===== src/rtl/arb_pkg.sv =====
// Shared types and helpers for the 4-client 4-phase handshake arbiter.
package arb_pkg;

  localparam int NUM_REQ = 4;
  localparam int PTR_W   = 2;

  typedef enum logic [2:0] {
    S_IDLE,
    S_GNT,
    S_REQ,
    S_ACK,
    S_RTZ,
    S_DONE
  } arb_state_e;

  // First set request scanning ptr, ptr+1, ... (mod NUM_REQ); returns ptr when none set.
  function automatic logic [PTR_W-1:0] rr_pick(input logic [NUM_REQ-1:0] req,
                                               input logic [PTR_W-1:0]   ptr);
    logic [PTR_W-1:0] idx;
    rr_pick = ptr;
    for (int i = NUM_REQ - 1; i >= 0; i--) begin
      idx = ptr + PTR_W'(i);
      if (req[idx]) rr_pick = idx;
    end
  endfunction

  function automatic logic [NUM_REQ-1:0] idx2oh(input logic [PTR_W-1:0] idx);
    idx2oh      = '0;
    idx2oh[idx] = 1'b1;
  endfunction

endpackage


===== src/rtl/sync_ff.sv =====
// Multi-flop synchronizer for a single asynchronous level, cleared by reset.
module sync_ff #(
  parameter int STAGES = 2
) (
  input  logic clk_i,
  input  logic rst_ni,
  input  logic d_i,
  output logic q_o
);

  logic [STAGES-1:0] sync_q;

  always_ff @(posedge clk_i or negedge rst_ni) begin
    if (!rst_ni) sync_q <= '0;
    else         sync_q <= {sync_q[STAGES-2:0], d_i};
  end

  assign q_o = sync_q[STAGES-1];

endmodule


===== src/rtl/hs_arbiter4.sv =====
// Round-robin arbiter granting one of four 4-phase clients access to a shared
// 4-phase resource whose acknowledge arrives asynchronously.
module hs_arbiter4
  import arb_pkg::*;
#(
  parameter int SYNC_STAGES = 2
) (
  input  logic               clk_i,
  input  logic               rst_ni,
  input  logic [NUM_REQ-1:0] req_i,
  output logic [NUM_REQ-1:0] ack_o,
  output logic [NUM_REQ-1:0] gnt_o,
  output logic               req_out_o,
  input  logic               ack_in_i,
  output logic               busy_o
);

  logic ack_sync;

  sync_ff #(.STAGES(SYNC_STAGES)) u_sync (
    .clk_i  (clk_i),
    .rst_ni (rst_ni),
    .d_i    (ack_in_i),
    .q_o    (ack_sync)
  );

  arb_state_e         state_q, state_d;
  logic [PTR_W-1:0]   ptr_q, ptr_d;
  logic [PTR_W-1:0]   owner_q, owner_d;
  logic [NUM_REQ-1:0] gnt_q, gnt_d;
  logic [NUM_REQ-1:0] ack_q, ack_d;
  logic               req_out_q, req_out_d;
  logic               busy_q, busy_d;

  always_comb begin
    state_d = state_q;
    ptr_d   = ptr_q;
    owner_d = owner_q;
    case (state_q)
      S_IDLE: if (|req_i) begin
        owner_d = rr_pick(req_i, ptr_q);
        state_d = S_GNT;
      end
      S_GNT:  state_d = S_REQ;
      S_REQ:  if (ack_sync) state_d = S_ACK;
      S_ACK:  if (!req_i[owner_q]) state_d = S_RTZ;
      S_RTZ:  if (!ack_sync) state_d = S_DONE;
      S_DONE: begin
        ptr_d   = owner_q + 2'd1;
        state_d = S_IDLE;
      end
      default: state_d = S_IDLE;
    endcase

    // Outputs are decoded from the next state so every output is a flop.
    gnt_d     = (state_d != S_IDLE) ? idx2oh(owner_d) : '0;
    ack_d     = (state_d inside {S_ACK, S_RTZ}) ? idx2oh(owner_d) : '0;
    req_out_d = state_d inside {S_REQ, S_ACK};
    busy_d    = state_d != S_IDLE;
  end

  always_ff @(posedge clk_i or negedge rst_ni) begin
    if (!rst_ni) begin
      state_q   <= S_IDLE;
      ptr_q     <= '0;
      owner_q   <= '0;
      gnt_q     <= '0;
      ack_q     <= '0;
      req_out_q <= 1'b0;
      busy_q    <= 1'b0;
    end else begin
      state_q   <= state_d;
      ptr_q     <= ptr_d;
      owner_q   <= owner_d;
      gnt_q     <= gnt_d;
      ack_q     <= ack_d;
      req_out_q <= req_out_d;
      busy_q    <= busy_d;
    end
  end

  assign gnt_o     = gnt_q;
  assign ack_o     = ack_q;
  assign req_out_o = req_out_q;
  assign busy_o    = busy_q;

endmodule


===== config.mk =====
export PLATFORM = sky130hd
export DESIGN_NAME = hs_arbiter4
export DESIGN_NICKNAME = d
export VERILOG_FILES = /design/src/rtl/arb_pkg.sv /design/src/rtl/sync_ff.sv /design/src/rtl/hs_arbiter4.sv
export SDC_FILE = /design/constraint.sdc
export NUM_CORES = 1
export LEC_CHECK = 0
export CAP_MARGIN = 5
export CORE_ASPECT_RATIO = 0.9
export CORE_MARGIN = 10
export CORE_UTILIZATION = 47
export CTS_BUF_LIST = sky130_fd_sc_hd__clkbuf_4 sky130_fd_sc_hd__clkbuf_8
export DETAILED_ROUTE_END_ITERATION = 12
export HOLD_SLACK_MARGIN = 0.1
export PLACE_DENSITY = 0.77
export SLEW_MARGIN = 25
export SYNTH_ARGS = -nofsm -noshare
export SYNTH_HDL_FRONTEND = slang
export SYNTH_SLANG_ARGS = --single-unit

===== constraint.sdc =====
create_clock -name clk_i -period 1.4 [get_ports clk_i]
set_input_delay 0.42 -clock clk_i [delete_from_list [all_inputs] [get_ports clk_i]]
set_output_delay 0.42 -clock clk_i [all_outputs]
set_load 0.1 [all_outputs]

==> impl_metrics.toml, run 1 <==
[status]
outcome = "finished, violations left"
violations = "setup timing"

[synthesis]
synth.cell_area_sq_um = 863
syn-num-nets = 82
proportion_of_register_bits_with_asynchronous_set_or_reset_after_synthesis_pct = 100
ys.warnings.count = 0
synthFlopType = "sky130_fd_sc_hd__dfrtp_1"
yosysSeqAreaShare_pct = 55.1
yosys.cell_types.count = 31
syn-mean-instance-area_sq_um = 11.5
synth_edf_count = 0
synth_cells = 75
synth.ff_latch_count = 19

[clocking]
cts.sink_count = 19
cts_made_buffers = 3
cts.htree.levels = 1
clk-insertion-delay-late_ps = 310
cts-root-to-sink-buffers = 2
cts.root.buffer_cell = "sky130_fd_sc_hd__clkbuf_4"
tritoncts = "built"
clk_pin_slew_worst_paths_ps = 120
cts_hold_buffers = 0

[floorplan]
placementRows = 14
chipHeight_um = 60.7
start_util_pct = 50.8
design.die.area_sq_um = 3950
io-pin-count = 17
core_box_area_sq_um = 1700
fp.dieW_um = 65.2

[timing]
worst_margin_slew_ps = 427
setup_repair_after_global_routing_missed_its_margin = "true"
post-route-worst-setup-slack_ps = -137
final_min_period_over_clock_period_pct = 110
max_freq_ghz = 0.651
final-max-slew-violation-count = 0
setup-violations-final = 12
finalHoldViolCount = 0
timing.setup.tns_ps = -1030
final_critical_period_ps = 1540
max_slew_margin_pct = 71.3
timing.clock.skew_ps = 14.7

[detailed_routing]
drt_pre_antenna_iters = 5
vias = 852
routed_wl_um = 3260
avgRoutedWirePerCell_um = 22.8
first_iter_violations = 31
average_vias_per_placed_instance = 5.96
post-route-drc-count = 0
ant_nets = 0

[global_route]
first_global_vias = 881
remaining_global_route_overflow = 0
antenna_found_initial = 0
grtUsageTotal_pct = 13.2
grt_first_pass_wirelength_um = 4050
grt_max_degree = 20

[cells_and_area]
area_growth_syn_to_layout_pct = 76.4
design.final.nets = 127
layout.cells.most_common = "sky130_fd_sc_hd__buf_4"
fill_cells = 64
final_cell_mix = "sky130_fd_sc_hd__buf_4, sky130_fd_sc_hd__dfrtp_1, sky130_fd_sc_hd__buf_12"
insertedDiodeCount = 0
fraction_of_layout_cells_with_a_size_suffix_above_1_pct = 64.7
post_route_non_filler_standard_cell_count = 143

[critical_path]
crit_fanout = 5
endpoint_kind = "flip-flop"
criticalPathCategory = "input port to flip-flop"
crit_slowest_cell = "sky130_fd_sc_hd__or4_4"
worstPathCellList = "buf_2 -> or4_4 -> and2_4 -> a41oi_4 -> inv_1"
critPathArrivalTime_ps = 1740
worst_ep_required_time_ps = 1600
worst_setup_start_kind = "input port"
launching_instance_or_port_of_the_critical_path = "req_i[1]"
critPathMaxStageDelay_ps = 570
reg2reg_from = "state_q[0]"

[flow_run]
cap_violations = 0

[place]
port-buffer-count = 16
hpwl_um = 1720
numPlacedInstances = 131
finalWeightedCongestion = 0.906
preCtsSetupSlack_ps = -778

[worst_hold_path]
worstHoldPathType = "flip-flop to flip-flop"
min_from = "u_sync.sync_q[0]"
==> timing repair <==
| action | CTS | global route |
|---|---|---|
| gates cloned | 2 | 0 |
| pin swaps | 5 | 12 |
| setup endpoints to repair | 15 | 14 |
| setup buffers | 0 | 6 |
| resized for setup | 21 | 33 |
==> synthesized netlist by cell type, types with 2 or more instances <==
cell type                   n  area [sq um]
sky130_fd_sc_hd__inv_1      2          7.51
sky130_fd_sc_hd__nor3_1     6          30.0
sky130_fd_sc_hd__dfrtp_1   19           475
sky130_fd_sc_hd__o22ai_1    2          12.5
sky130_fd_sc_hd__nor2b_1    2          12.5
sky130_fd_sc_hd__nor2_1     4          15.0
sky130_fd_sc_hd__clkbuf_1   2          7.51
sky130_fd_sc_hd__o21ai_0    6          30.0
sky130_fd_sc_hd__a21boi_0   2          15.0
sky130_fd_sc_hd__nor3b_1    5          37.5
sky130_fd_sc_hd__nand2_1    5          18.8
==> flip-flops by register name (all words and copies together) (netlist names) <==
| register | flops |
|---|---|
| ack_o | 4 |
| busy_o | 1 |
| gnt_o | 4 |
| owner_q | 2 |
| ptr_q | 2 |
| req_out_o | 1 |
| state_q | 3 |
| u_sync.sync_q | 2 |
==> final timing paths <==
path,end,slack [ps],depth (start not counted)
max reg2reg,ack_o[2],-120,5
min in group asynchronous,owner_q[1],420,2
min reg2reg,u_sync.sync_q[1],410,0
max in group asynchronous,state_q[0],750,2
max,owner_q[0],-140,5
min,u_sync.sync_q[1],410,0
==> per-layer routing <==
metal	global-route usage (%)	vias to the layer above	part of all wire (%)
met5	0	-	0
met4	5.18	0	4.9
met3	3.68	16	5.5
met2	26.0	45	52
met1	12.8	426	38
li1	-	365	-
==> stage by stage <==
step | utilization (%) | hold slack [ps] | cell area [sq um]
CTS | 79.7 | 383 | 1360
global placement | 75.6 | 343 | 1280
detailed placement | 75.6 | 346 | 1280
floorplan | - | 124 | 863
finish | 89.6 | 414 | 1520
global route | 89.6 | 417 | 1520
==> kinds of logic (layout without fill, tap and decap cells) <==
group,count (synthesis),in the layout,synth area share (%)
compound gates,18,20,17.2
buf+inv,5,47,2.17
mux,2,2,4.20
flops,19,19,55.1
xor+xnor,1,1,1.01
simple gates,30,30,20.3
==> critical path: cells and delay by family <==
family          cells  cell delay, ps
simple gates        2             790
compound gates      1             300
buf+inv             2             220
==> area by class of cell <==
class	count	area (sq um)	area share, %
multi-input combinational	53	528	34.7
sequential	19	479	31.5
timing repair buffer	41	448	29.4
tap	24	30.0	1.97
clock buffer	3	22.5	1.48
clock inverter	1	7.51	0.493
inverter	2	7.51	0.493
Power of run 1 is not shown: default switching activity piles up to over one toggle a cycle in this logic, so the estimate is an artifact.
==> inputs of run 2 (changes only) <==
- GPL_ROUTABILITY_DRIVEN: not set -> 1
==> results of run 2 <==
No change in the layout: final DEF, timing and power equal those of run 1.
Power of run 2 is left out for the same reason.
==> inputs of run 3 (changes only) <==
- PLACE_DENSITY: 0.77 -> not set
- PLACE_DENSITY_LB_ADDON: not set -> 0.2
==> run 3 against run 2 <==
Effect of this change:
- the flow still finishes with violations (setup timing)
- non-clock buffer count decreased by 4
- first-iteration DRC count is 19% higher
- wire length down 11%
- cell count down 2.8%
==> impl_metrics.toml, run 3 (same netlist as run 1, synthesis figures left out) <==
[status]
outcome = "finished, violations left"
violations = "setup timing"

[cells_and_area]
seqCellArea_sq_um = 475
post_route_design_area_sq_um = 1400
area_of_the_multi_input_gates_sq_um = 444
postLayoutCoreUtil_pct = 82.3
fraction_of_layout_cells_with_a_size_suffix_above_1_pct = 48.7
fill_cells = 95
insertedDiodeCount = 0
final_cell_mix = "sky130_fd_sc_hd__buf_4, sky130_fd_sc_hd__dfrtp_1, sky130_fd_sc_hd__buf_12"
design.final.nets = 123
area_growth_syn_to_layout_pct = 61.9
layout.cells.most_common = "sky130_fd_sc_hd__buf_4"

[timing]
final-max-slew-violation-count = 0
worst_margin_slew_ps = 332
timing.clock.skew_ps = 6.63
setup-violations-final = 11
final_critical_period_ps = 1550
finalHoldViolCount = 0
setup_repair_after_global_routing_missed_its_margin = "true"
max_freq_ghz = 0.647
final_min_period_over_clock_period_pct = 110
post-route-worst-setup-slack_ps = -145
max_slew_margin_pct = 77.8

[detailed_routing]
post-route-drc-count = 0
route.met3.wl_um = 194
vias = 816
ant_nets = 0
average_vias_per_placed_instance = 5.87
top_layer = "met4"
drt_pre_antenna_iters = 4
avgRoutedWirePerCell_um = 20.8
first_iter_violations = 37
dr_wl_met2_um = 1550
routed_wl_um = 2890
route.layer.met1.wl_um = 1080

[clocking]
cts_hold_buffers = 0
cts-root-to-sink-buffers = 2
cts.htree.levels = 1
cts.sink_count = 19
clk-insertion-delay-late_ps = 300
tritoncts = "built"
cts_made_buffers = 3
cts.root.buffer_cell = "sky130_fd_sc_hd__clkbuf_4"
clk_pin_slew_worst_paths_ps = 100

[floorplan]
io-pin-count = 17
chipHeight_um = 60.7
design.die.area_sq_um = 3950
start_util_pct = 50.8
fp.dieW_um = 65.2
placementRows = 14
core_box_area_sq_um = 1700

[flow_run]
cap_violations = 0

[place]
hpwl_um = 1640
port-buffer-count = 16
finalWeightedCongestion = 0.821
preCtsSetupSlack_ps = -831
dpl-instance-area_sq_um = 1270

[worst_hold_path]
worstHoldPathType = "flip-flop to flip-flop"
hold_path_depth = 0

[critical_path]
crit_slowest_cell = "sky130_fd_sc_hd__or4_4"
crit_fanout = 5
worstPathCellList = "buf_6 -> or4_4 -> a21oi_2 -> a31oi_4 -> and3b_2"
worst_setup_start_kind = "input port"
critPathArrivalTime_ps = 1740
worstRegToRegCells = 5
endpoint_kind = "flip-flop"
critPathMaxStageDelay_ps = 580
criticalPathCategory = "input port to flip-flop"
worst_ep_required_time_ps = 1590

[global_route]
grtUsageTotal_pct = 12.8
antenna_found_initial = 0
remaining_global_route_overflow = 0
grt_max_degree = 20
first_global_vias = 802
grt_first_pass_wirelength_um = 3930
==> run 3: cell type report <==
class / instances / area share [%]
multi-input combinational: 53 / 31.8
sequential: 19 / 34.0
timing repair buffer: 37 / 29.4
clock buffer: 4 / 2.15
inverter: 2 / 0.537
tap: 24 / 2.15
==> run 3: worst max-delay path: cells and delay by family <==
kind | cells | cell delay (ps)
compound gates | 2 | 400
buf+inv | 1 | 90
simple gates | 2 | 820
==> run 3: path summary, 6_finish.rpt <==
check | endpoint | slack, ps | startpoint
hold reg to reg | u_sync.sync_q[1] | 360 | u_sync.sync_q[0]
setup reg to reg | gnt_o[2] | -110 | state_q[1]
min in group asynchronous | busy_o | 440 | rst_ni
max in group asynchronous | ack_o[2] | 760 | rst_ni
hold / removal | u_sync.sync_q[1] | 360 | u_sync.sync_q[0]
setup / recovery | ack_o[2] | -150 | req_i[0]
==> run 3: through the flow <==
stage	cells	setup TNS, ps	hold slack, ps
after floorplan	75	-1600	124
after global placement	129	-9170	346
after detailed placement	129	-10170	343
after CTS	138	-1130	365
after global routing	139	-1390	375
final	139	-1130	361
==> run 3: layer usage <==
metal	vias up	global-route usage, %
met5	-	0
met4	0	4.57
met3	8	4.42
met2	48	22.7
met1	403	14.1
li1	357	-
==> run 3: repair_timing <==
action	in CTS	in global routing
pin swaps	4	3
buffers inserted	3	1
setup endpoints to repair	15	12
resized for setup	19	10
cloned	2	0
Power of run 3 is left out for the same reason.
